File: src/rtl/prog_sequencer_if.sv
// Host/core-facing bus of prog_sequencer: fill/run control in, instruction stream out.
// The optional step input exists only when PROG_SEQUENCER_STEP_EN is defined.
interface prog_sequencer_if #(
    parameter int IW = 7,
    parameter int AW = 3
);
    logic [1:0]    mode;
    logic          wr_valid;
    logic [IW-1:0] instr_in;
`ifdef PROG_SEQUENCER_STEP_EN
    logic          step;
`endif
    logic [IW-1:0] instr_out;
    logic          instr_valid;
    logic [AW-1:0] pc;
    logic [AW:0]   count;
    logic          full;
    logic          overflow;

    modport master (
`ifdef PROG_SEQUENCER_STEP_EN
        output step,
`endif
        output mode, wr_valid, instr_in,
        input  instr_out, instr_valid, pc, count, full, overflow
    );

    modport slave (
`ifdef PROG_SEQUENCER_STEP_EN
        input  step,
`endif
        input  mode, wr_valid, instr_in,
        output instr_out, instr_valid, pc, count, full, overflow
    );
endinterface

File: src/rtl/prog_sequencer.sv
// Instruction supply for the Femto core: fill a small program buffer, then replay it cyclically.
// Optional macro PROG_SEQUENCER_STEP_EN gates each RUN issue on bus.step.
module prog_sequencer #(
    parameter int DEPTH = 6,
    parameter int IW    = 7,
    parameter int AW    = 3
) (
    input  logic              clk,
    input  logic              rst_n,
    prog_sequencer_if.slave   bus
);

    typedef enum logic [1:0] {
        ST_IDLE  = 2'b00,
        ST_RUN   = 2'b01,
        ST_FILL  = 2'b10,
        ST_CLEAR = 2'b11
    } state_t;

    localparam logic [AW:0]   DEPTH_C = (AW+1)'(DEPTH);
    localparam logic [AW:0]   CNT_ONE = (AW+1)'(1);
    localparam logic [AW-1:0] PTR_ONE = AW'(1);

    state_t        state;
    logic [AW-1:0] wptr;
    logic [AW-1:0] pc;
    logic [AW:0]   count;
    logic          overflow;
    logic [IW-1:0] instr_out;
    logic          instr_valid;

    // Buffer contents survive reset and clear; count alone defines what is live.
    logic [IW-1:0] mem [DEPTH];

    logic full;
    logic wr_en;
    logic issue;
    logic pc_last;
    logic step_ok;

    function automatic state_t decode_mode(input logic [1:0] m);
        state_t s;
        case (m)
            2'b01:   s = ST_RUN;
            2'b10:   s = ST_FILL;
            2'b11:   s = ST_CLEAR;
            default: s = ST_IDLE;
        endcase
        return s;
    endfunction

    always_comb begin
`ifdef PROG_SEQUENCER_STEP_EN
        step_ok = bus.step;
`else
        step_ok = 1'b1;
`endif
        full    = (count == DEPTH_C);
        wr_en   = (state == ST_FILL) && bus.wr_valid && !full;
        issue   = (state == ST_RUN) && (count != '0) && step_ok;
        pc_last = ({1'b0, pc} == (count - CNT_ONE));
    end

    always_ff @(posedge clk) begin
        if (wr_en) begin
            mem[wptr] <= bus.instr_in;
        end
    end

    // Actions follow the registered state, so a mode change lands one edge after it is sampled.
    always_ff @(posedge clk or negedge rst_n) begin
        if (!rst_n) begin
            state       <= ST_IDLE;
            wptr        <= '0;
            pc          <= '0;
            count       <= '0;
            overflow    <= 1'b0;
            instr_out   <= '0;
            instr_valid <= 1'b0;
        end else begin
            state       <= decode_mode(bus.mode);
            instr_out   <= '0;
            instr_valid <= 1'b0;
            case (state)
                ST_FILL: begin
                    if (bus.wr_valid) begin
                        if (!full) begin
                            wptr  <= wptr + PTR_ONE;
                            count <= count + CNT_ONE;
                        end else begin
                            overflow <= 1'b1;
                        end
                    end
                end
                ST_RUN: begin
                    if (issue) begin
                        instr_out   <= mem[pc];
                        instr_valid <= 1'b1;
                        pc          <= pc_last ? '0 : pc + PTR_ONE;
                    end
                end
                ST_CLEAR: begin
                    wptr     <= '0;
                    pc       <= '0;
                    count    <= '0;
                    overflow <= 1'b0;
                end
                default: begin
                end
            endcase
        end
    end

    assign bus.instr_out   = instr_out;
    assign bus.instr_valid = instr_valid;
    assign bus.pc          = pc;
    assign bus.count       = count;
    assign bus.full        = full;
    assign bus.overflow    = overflow;

endmodule

File: src/flat_wrapper.sv
// flat-port wrapper written by rule: the top's interface ports become plain ports
module prog_sequencer_flat 
#(
    parameter int DEPTH = 6,
    parameter int IW    = 7,
    parameter int AW    = 3
)
  (clk, rst_n, bus_mode, bus_wr_valid, bus_instr_in, bus_instr_out, bus_instr_valid, bus_pc, bus_count, bus_full, bus_overflow);
  prog_sequencer_if #(.IW(IW), .AW(AW)) bus_i ();
  input  logic clk;
  input  logic rst_n;
  input wire logic [$bits(bus_i.mode)-1:0] bus_mode;
  input wire logic [$bits(bus_i.wr_valid)-1:0] bus_wr_valid;
  input wire logic [$bits(bus_i.instr_in)-1:0] bus_instr_in;
  output wire logic [$bits(bus_i.instr_out)-1:0] bus_instr_out;
  output wire logic [$bits(bus_i.instr_valid)-1:0] bus_instr_valid;
  output wire logic [$bits(bus_i.pc)-1:0] bus_pc;
  output wire logic [$bits(bus_i.count)-1:0] bus_count;
  output wire logic [$bits(bus_i.full)-1:0] bus_full;
  output wire logic [$bits(bus_i.overflow)-1:0] bus_overflow;
  assign bus_i.mode = bus_mode;
  assign bus_i.wr_valid = bus_wr_valid;
  assign bus_i.instr_in = bus_instr_in;
  assign bus_instr_out = bus_i.instr_out;
  assign bus_instr_valid = bus_i.instr_valid;
  assign bus_pc = bus_i.pc;
  assign bus_count = bus_i.count;
  assign bus_full = bus_i.full;
  assign bus_overflow = bus_i.overflow;
  prog_sequencer #(.DEPTH(DEPTH), .IW(IW), .AW(AW)) u_core (.clk(clk), .rst_n(rst_n), .bus(bus_i));
endmodule
File: config.mk
export PLATFORM = sky130hd
export DESIGN_NAME = prog_sequencer_flat
export DESIGN_NICKNAME = d
export VERILOG_FILES = /design/src/rtl/prog_sequencer_if.sv /design/src/rtl/prog_sequencer.sv /design/src/flat_wrapper.sv
export SDC_FILE = /design/constraint.sdc
export NUM_CORES = 1
export LEC_CHECK = 0
export CORE_UTILIZATION = 36
export CTS_CLUSTER_DIAMETER = 200
export CTS_CLUSTER_SIZE = 20
export DETAILED_ROUTE_END_ITERATION = 16
export HOLD_SLACK_MARGIN = 0.15
export PLACE_DENSITY = 0.54
export SETUP_SLACK_MARGIN = 0.3
export SKIP_CTS_REPAIR_TIMING = 1
export SLEW_MARGIN = 20
export SYNTH_ARGS = -nofsm -noshare
export SYNTH_HDL_FRONTEND = slang
export SYNTH_SLANG_ARGS = --single-unit
File: constraint.sdc
create_clock -name clk -period 4.7 [get_ports clk]
set_clock_uncertainty 0.1 [all_clocks]
set_input_delay 0.94 -clock clk [delete_from_list [all_inputs] [get_ports clk]]
set_output_delay 0.94 -clock clk [all_outputs]
set_load 0.02 [all_outputs]
==> flow_summary.toml, run 1 <==
[synthesis]
synthAdderAreaFrac_pct = 2.373
synth_xor_area_share_pct = 2.943
synth_top_family_by_area = "multiplexers"
syn_inst = 167
ys_types = 36
synth_top_cell_area_share_pct = 47.84
yosys_warnings = 0
syn_area_sq_um = 2636
yosys.area_share.simple_pct = 7.736
synth_seq_area_share_pct = 67.77
synth.avg_cell_area_sq_um = 15.79
syn_nets = 184
synth_compound_area_share_pct = 5.933
synth.area.mux_share_pct = 9.397
synth_seq_cells = 63
synth_area_leaders = "edfxtp_1, dfrtp_1, mux4_2"
synth_largest_area_cell = "edfxtp_1"

[setup_path]
reg2regPathDepth = 6
timing.rr.end = "u_core.mem[4][3]$_DFFE_PP_"
crit_required_ns = 3.66
critPathLaunch = "u_core.bus.count[0]$_DFFE_PN0P_"
cp-end-kind = "output port"
worstPathMaxFanout = 7
endpoint = "bus_full"
startpoint_type = "flop"
timing.rr.start = "u_core.bus.count[0]$_DFFE_PN0P_"
worstSetupPathType = "reg2out"
worstPathArrival_ns = 1.97
reg2reg_slack_ns = 2.23

[power_and_ir_drop]
leakage_uw = 0.001197
netSwitchingPower_uw = 499.9
combPwrFrac_pct = 26.2
p_int_uw = 1159
seqPwrFrac_pct = 43.7
swShare_pct = 30.13
finalPower_uw = 1659
cellPowerDensity_nw_per_um2 = 518.3
pwr-share-clk_pct = 30.0
ir_drop_mv = 0.1931

[cts]
cts_tree = "done"
clk_latency_ns = 0.33
htreeDepth = 3
clockBufferDepth = 2
cts_root_buf = "clkbuf_8"
cts_made_buffers = 9
cts.reportedPaths.clkPinSlew_ns = 0.07
clkSinkCount = 63

[timing]
holdWs_ns = 0.4346
worst_slew_pin_slew_ns = 0.9512
finalHoldViolCount = 0
min_period_over_period_pct = 63.95
drv_slew = 0
fmax_mhz = 332.7
post-route-min-period_ns = 3.006
setup_tns_ns = 0
final.setup.worst_slack_ns = 1.694
rsz0062_at_grt = "no"
setup_viol = 0
maxSlewHeadroom_pct = 36.39

[finish]
area_growth_pct = 21.45
final_common_cell = "edfxtp_1"
diodes = 0
post-route-cell-area_sq_um = 3202
final_cell_mix = "edfxtp_1, clkdlybuf4s50_1, dfrtp_1, nor2_1"
seq_area_sq_um = 1787
fin_nets = 215
drive_gt1_share_pct = 15.76
fillers = 605
multi_input_area_sq_um = 748.2

[routing]
wire_per_inst_um = 15.91
vias_per_cell = 4.836
drt_first_pass_iters = 4
drt_wl_total_um = 4757
antenna_left = 0
drc = 0
first_iter_violations = 93
dr_total_vias = 1446

[floorplan]
dieArea_sq_um = 7669
fp-row-count = 30
die_h_um = 87.58
start_util_pct = 37.96
design.portCount = 29
die_w_um = 87.58
coreArea_sq_um = 6944

[global_routing]
grt.total_usage_pct = 14.55
grtUsageMet2_pct = 23.08
busiest_layer = "met2"
grt_first_pass_wirelength_um = 7872
grt_max_degree = 22
grt_pass1_vias = 1480
overflow = 0
grt_util_met1_pct = 18.36
grt_antenna_before_repair = 0
use_met3_pct = 5.372

[run_status]
outcome = "finished clean"

[placed_design]
dp_hpwl_um = 3249
gp_congestion = 0.7550
place_ws_ns = 1.609
dpl_cell_area_sq_um = 2988
portBuffers = 28

[worst_hold_path]
hp-class = "reg2reg"

[run]
max-cap-violations = 0
synth_stat cells, drive strengths merged:
cell and n:
a2111oi 1, edfxtp 42, inv 8, ha 5, a21oi 4, nand4 3, o22ai 6, nor2 10
nand2 4, xnor2 5, nor3 2, clkbuf 5, mux2i 9, xor2 3, a31oi 3, a211oi 7
nand3b 2, or3b 2, nor4 2, nand3 2, buf 6, dfrtp 21, mux4 7, nand2b 2
o31ai 1, and3 3, o21ai 1, or3 1
critical path, cell delays in order (launching register included):
cell	delay, ns
dfrtp_1	0.45
inv_1	0.16
ha_1	0.22
nand3b_4	0.12
inv_2	0.07
clkdlybuf4s50_1	0.60
per-layer routing:
layer	vias up	routed length, um
li1	696	-
met1	716	2172
met2	28	2379
met3	6	158
met4	0	47
met5	-	0
final cells by class:
cell class                 instances  area share, %
clock inverter                     6          2.696
inverter                           8         0.9379
sequential                        63          55.80
tap                               96          3.751
clock buffer                      10          3.986
timing repair buffer              31          9.457
multi-input combinational         85          23.37
kinds of logic (layout without fill, tap and decap cells):
group                    Yosys count  after routing
flip-flops                        63             63
AND/OR/NAND/NOR                   33             33
AO/OA/AOI/OAI                     23             23
buffers and inverters             19             55
multiplexers                      16             16
XOR/XNOR                           8              8
adder cells (fa/ha/maj)            5              5
sequential cells by signal, indices dropped and copies added (netlist names):
name                    count
u_core.bus.count            4
u_core.bus.instr_out        7
u_core.bus.instr_valid      1
u_core.bus.overflow         1
u_core.bus.pc               3
u_core.mem                 42
u_core.state                2
u_core.wptr                 3
worst min-delay path by stage:
| stage | slack [ns] | endpoint | start | depth (start not counted) |
|---|---|---|---|---|
| after floorplan | 0.47 | u_core.bus.instr_valid$_DFF_PN0_ | u_core.state[0]$_DFF_PN0_ | 2 |
| after global placement | 0.42 | u_core.bus.overflow$_DFFE_PN0P_ | u_core.bus.overflow$_DFFE_PN0P_ | 2 |
| after detailed placement | 0.43 | u_core.bus.overflow$_DFFE_PN0P_ | u_core.bus.overflow$_DFFE_PN0P_ | 2 |
| after CTS | 0.44 | u_core.bus.overflow$_DFFE_PN0P_ | u_core.bus.overflow$_DFFE_PN0P_ | 2 |
| after global routing | 0.49 | u_core.bus.overflow$_DFFE_PN0P_ | u_core.bus.overflow$_DFFE_PN0P_ | 2 |
| final | 0.43 | u_core.bus.overflow$_DFFE_PN0P_ | u_core.bus.overflow$_DFFE_PN0P_ | 2 |
power groups by stage:
stage,clock network (uW),logic (uW),registers [uW]
floorplan,0,313,735
global route,536,480,735
finish,498,435,726
detailed placement,0,441,738
CTS,514,442,727
global placement,0,436,734
per-stage QoR:
stage | std cells | util (%)
floorplan | 167 | -
global placement | 283 | 43.03
detailed placement | 283 | 43.03
CTS | 299 | 46.11
global route | 299 | 46.11
finish | 299 | 46.11
(Power assumes the default switching activity.)
==> inputs of run 2 (changes only) <==
Clock period 4.7 ns to 3 ns, I/O delays scaled along.
==> run 2 against run 1 <==
Against the previous run:
- design area rose by 1.2%
- via count rose by 0.97%
- highest routed layer unchanged
- critical endpoint unchanged
- worst hold slack got worse by 0.0058 ns
- critical path depth did not move
- register-to-register slack got worse by 1.5 ns
- combinational power rose by 75%
- largest cell class unchanged
- wire length fell by 0.40%
- first-iteration DRC count fell by 29%
- sequential share of layout area fell by 0.65 points
- setup slack got worse by 0.97 ns
==> flow_summary.toml, run 2 (synthesis gave the netlist of run 1 again) <==
[run_status]
outcome = "finished clean"

[timing]
min_period_over_period_pct = 75.85
setup_viol = 0
drv_slew = 0
holdWs_ns = 0.4288
worst_slew_pin_slew_ns = 0.5504
rsz0062_at_grt = "no"
fmax_mhz = 439.5
setup_tns_ns = 0
maxSlewHeadroom_pct = 63.31
post-route-min-period_ns = 2.275
finalHoldViolCount = 0

[finish]
diodes = 0
post-route-cell-area_sq_um = 3239
top_regs = "u_core.mem: 42 flops, u_core.bus.instr_out: 7 flops, u_core.bus.count: 4 flops"
final_cell_mix = "edfxtp_1, clkdlybuf4s50_1, dfrtp_1, nor2_1"
area_growth_pct = 22.88
fin_nets = 221
fillers = 605
drive_gt1_share_pct = 18.66
seq_area_sq_um = 1787
final_common_cell = "edfxtp_1"
multi_input_area_sq_um = 748.2
largest_register = "u_core.mem"
utilization_pct = 46.65
largest_register_ffs = 42
fin_cells = 305

[cts]
cts_tree = "done"
cts_root_buf = "clkbuf_8"
clockBufferDepth = 2
clk_latency_ns = 0.33
htreeDepth = 3
cts_made_buffers = 9
cts.reportedPaths.clkPinSlew_ns = 0.07
clkSinkCount = 63

[setup_path]
critPathLaunch = "u_core.bus.count[0]$_DFFE_PN0P_"
cpLargestDelayFamily = "buffers and inverters"
worstPathArrival_ns = 1.58
timing.rr.end = "u_core.mem[4][5]$_DFFE_PP_"
startpoint_type = "flop"
reg2regPathDepth = 7
cp.depth = 5
worst_path_max_delay_cell = "dfrtp_1"
reg2reg_slack_ns = 0.77
timing.rr.start = "u_core.bus.count[0]$_DFFE_PN0P_"
crit_buf_inv = 3
worstSetupPathType = "reg2out"
worstPathCellList = "inv_1 > ha_1 > nand3b_4 > inv_2 > dlymetal6s2s_1"
slowest_delay_ns = 0.45
endpoint = "bus_full"
cp-end-kind = "output port"
worstPathMaxFanout = 7
crit_required_ns = 2.30

[floorplan]
die_w_um = 87.58
design.portCount = 29
die_h_um = 87.58
coreArea_sq_um = 6944
dieArea_sq_um = 7669
start_util_pct = 37.96
fp-row-count = 30

[routing]
drt_wl_total_um = 4738
antenna_left = 0
vias_per_cell = 4.787
drt_first_pass_iters = 4
wire_per_inst_um = 15.53
dr_total_vias = 1460
first_iter_violations = 66
drc = 0

[global_routing]
grt_pass1_vias = 1572
overflow = 0
grt_first_pass_wirelength_um = 7769
grt.total_usage_pct = 14.52
grt_antenna_before_repair = 0
grt_max_degree = 22

[placed_design]
dp_hpwl_um = 3241
dp.cells = 289
gp_congestion = 0.7249
dpl_cell_area_sq_um = 3033
portBuffers = 28

[run]
max-cap-violations = 0

[worst_hold_path]
hp-class = "reg2reg"

[power_and_ir_drop]
ir_drop_mv = 0.3232
cellPowerDensity_nw_per_um2 = 794.4
leakage_uw = 0.001236
-- run 2: cell type report --
type	instances	area share, %
clock buffer	9	3.824
tap	96	3.708
clock inverter	7	2.472
multi-input combinational	85	23.10
sequential	63	55.16
timing repair buffer	37	10.81
inverter	8	0.9270
-- run 2: per-layer routing --
| layer | track usage [%] | vias to the layer above | wire (um) |
|---|---|---|---|
| met5 | 0 | - | 0 |
| met3 | 5.655 | 5 | 147 |
| met2 | 26.14 | 23 | 2610 |
| met1 | 15.35 | 727 | 1933 |
| li1 | - | 705 | - |
| met4 | 5.514 | 0 | 46 |
-- run 2: power breakdown --
part / leakage [uW] / internal (uW) / total (uW) / switching (uW)
clock: 0.0000964 / 391 / 736 / 345
combinational: 0.000484 / 360 / 761 / 401
sequential: 0.000656 / 1010 / 1080 / 65.1
-- run 2: through the flow --
stage	setup WS, ns	total power, uW
2_1_floorplan	0.5508	1642
3_3_place_gp	0.5234	1849
3_5_place_dp	0.4747	1870
4_1_cts	0.3170	2620
5_1_grt	0.6195	2732
6_report	0.7246	2573
-- run 2: worst min-delay path by stage --
stage                               startpoint                               to  cells past startpoint
6_report       u_core.bus.overflow$_DFFE_PN0P_  u_core.bus.overflow$_DFFE_PN0P_                      2
3_5_place_dp   u_core.bus.overflow$_DFFE_PN0P_  u_core.bus.overflow$_DFFE_PN0P_                      2
2_1_floorplan                            rst_n  u_core.bus.count[0]$_DFFE_PN0P_                      0
5_1_grt        u_core.bus.overflow$_DFFE_PN0P_  u_core.bus.overflow$_DFFE_PN0P_                      2
3_3_place_gp   u_core.bus.overflow$_DFFE_PN0P_  u_core.bus.overflow$_DFFE_PN0P_                      2
4_1_cts        u_core.bus.overflow$_DFFE_PN0P_  u_core.bus.overflow$_DFFE_PN0P_                      2
-- run 2: worst register-to-register path, stage by stage (launching register included) --
cell	delay (ns)
dfrtp_1	0.46
inv_1	0.14
ha_1	0.25
nand3b_4	0.12
nand3_4	0.14
or3b_1	0.45
nor3_2	0.11
buf_4	0.18
==> inputs of run 3 (changes only) <==
Clock period 3 ns to 2.32 ns, I/O delays scaled along.
==> run 3 against run 2 <==
Against the previous run:
- sequential power rose by 31%
- critical endpoint unchanged
- critical path type unchanged
- final cell count rose by 1.6%
- first-iteration DRC count is 35% lower
- largest power group unchanged
- via count grew 6.0%
==> flow_summary.toml, run 3 (synthesis gave the netlist of run 1 again) <==
[routing]
antenna_left = 0
drc = 0
wire_per_inst_um = 16.69
dr_total_vias = 1547
drt_first_pass_iters = 4
drt_wl_total_um = 5175
first_iter_violations = 43
vias_per_cell = 4.990

[timing]
fmax_mhz = 505.7
worst_slew_pin_slew_ns = 0.4992
rsz0062_at_grt = "yes"
final.setup.worst_slack_ns = 0.3426
finalHoldViolCount = 0
setup_viol = 0
min_period_over_period_pct = 85.23
maxSlewHeadroom_pct = 66.72
drv_slew = 0
post-route-min-period_ns = 1.977

[floorplan]
die_h_um = 87.58
die_w_um = 87.58
design.portCount = 29
dieArea_sq_um = 7669
coreArea_sq_um = 6944
fp-row-count = 30
start_util_pct = 37.96

[cts]
clockBufferDepth = 2
cts_tree = "done"
cts_root_buf = "clkbuf_8"
htreeDepth = 3
clkSinkCount = 63
cts_made_buffers = 9
cts.reportedPaths.clkPinSlew_ns = 0.07
clk_latency_ns = 0.33

[placed_design]
portBuffers = 28
gp_congestion = 0.7750
dp_hpwl_um = 3582
place_ws_ns = 0.01176

[finish]
largest_register = "u_core.mem"
fillers = 600
fin_nets = 226
largest_register_ffs = 42
multi_input_area_sq_um = 804.5
final_cell_mix = "edfxtp_1, clkdlybuf4s50_1, dfrtp_1, buf_4, clkbuf_8"
final_common_cell = "edfxtp_1"
diodes = 0
utilization_pct = 47.80
area_growth_pct = 25.91
top_regs = "u_core.mem: 42 flops, u_core.bus.instr_out: 7 flops, u_core.bus.count: 4 flops"
seq_area_sq_um = 1789
drive_gt1_share_pct = 24.30

[setup_path]
worstPathArrival_ns = 1.41
worstSetupPathType = "reg2out"
startpoint_type = "flop"
worstPathMaxFanout = 5
crit_required_ns = 1.76
cp-end-kind = "output port"

[power_and_ir_drop]
leakage_uw = 0.001288
ir_drop_mv = 0.3985
netSwitchingPower_uw = 1082
pwr-share-clk_pct = 24.5
swShare_pct = 32.68
p_int_uw = 2228
cellPowerDensity_nw_per_um2 = 996.9
combPwrFrac_pct = 32.8
seqPwrFrac_pct = 42.7

[global_routing]
overflow = 0
grt_first_pass_wirelength_um = 8197
grt_pass1_vias = 1608
grt.total_usage_pct = 15.08
grt_max_degree = 22
grt_antenna_before_repair = 0

[run_status]
outcome = "finished clean"

[run]
max-cap-violations = 0

[worst_hold_path]
hp-class = "in2async"
run 3: worst max-delay path, cell delays in order, from the launching register on:
cell            delay, ns
dfrtp_2              0.44
inv_4                0.09
ha_4                 0.14
nand3b_4             0.11
inv_2                0.07
dlymetal6s2s_1       0.22
run 3: through the flow:
| stage | setup TNS (ns) | cell area [sq um] | hold slack, ns | total power [uW] | instances |
|---|---|---|---|---|---|
| after floorplan | 0 | 2678 | 0.06841 | 2151 | 167 |
| after global placement | 0 | 3082 | 0.4057 | 2441 | 290 |
| after detailed placement | 0 | 3082 | 0.4794 | 2474 | 290 |
| after CTS | -0.08760 | 3249 | 0.3802 | 3285 | 306 |
| after global routing | 0 | 3319 | 0.4223 | 3469 | 310 |
| final | 0 | 3319 | 0.3791 | 3309 | 310 |
run 3: routing by layer:
metal / vias up / wire (um) / track usage (%)
li1: 718 / - / -
met1: 788 / 2365 / 19.27
met2: 30 / 2577 / 23.93
met3: 11 / 134 / 3.110
met4: 0 / 98 / 8.793
met5: - / 0 / 0
run 3: layout make-up:
| cell class | count | share of cell area, % |
|---|---|---|
| multi-input combinational | 85 | 24.24 |
| inverter | 8 | 0.9800 |
| sequential | 63 | 53.90 |
| timing repair buffer | 42 | 12.21 |
| clock inverter | 4 | 0.6785 |
| tap | 96 | 3.619 |
| clock buffer | 12 | 4.372 |
run 3: power by group through the flow:
| stage | sequential [uW] | combinational [uW] | clock [uW] |
|---|---|---|---|
| detailed placement | 1440 | 1030 | 0 |
| floorplan | 1500 | 649 | 0 |
| global placement | 1440 | 1000 | 0 |
| CTS | 1420 | 1040 | 829 |
| global route | 1430 | 1170 | 870 |
| finish | 1410 | 1090 | 810 |
run 3: final timing paths:
path / slack, ns / end / cells past startpoint / start
setup / recovery: 0.34 / bus_full / 5 / u_core.bus.count[0]$_DFFE_PN0P_
hold / removal: 0.38 / u_core.bus.count[2]$_DFFE_PN0P_ / 2 / rst_n
setup reg to reg: 0.35 / u_core.mem[4][4]$_DFFE_PP_ / 6 / u_core.bus.count[1]$_DFFE_PN0P_
hold reg to reg: 0.47 / u_core.bus.overflow$_DFFE_PN0P_ / 2 / u_core.bus.overflow$_DFFE_PN0P_
max in group asynchronous: 1.51 / u_core.bus.count[0]$_DFFE_PN0P_ / 2 / rst_n
min in group clk: 0.47 / u_core.state[0]$_DFF_PN0_ / 1 / bus_mode[0]
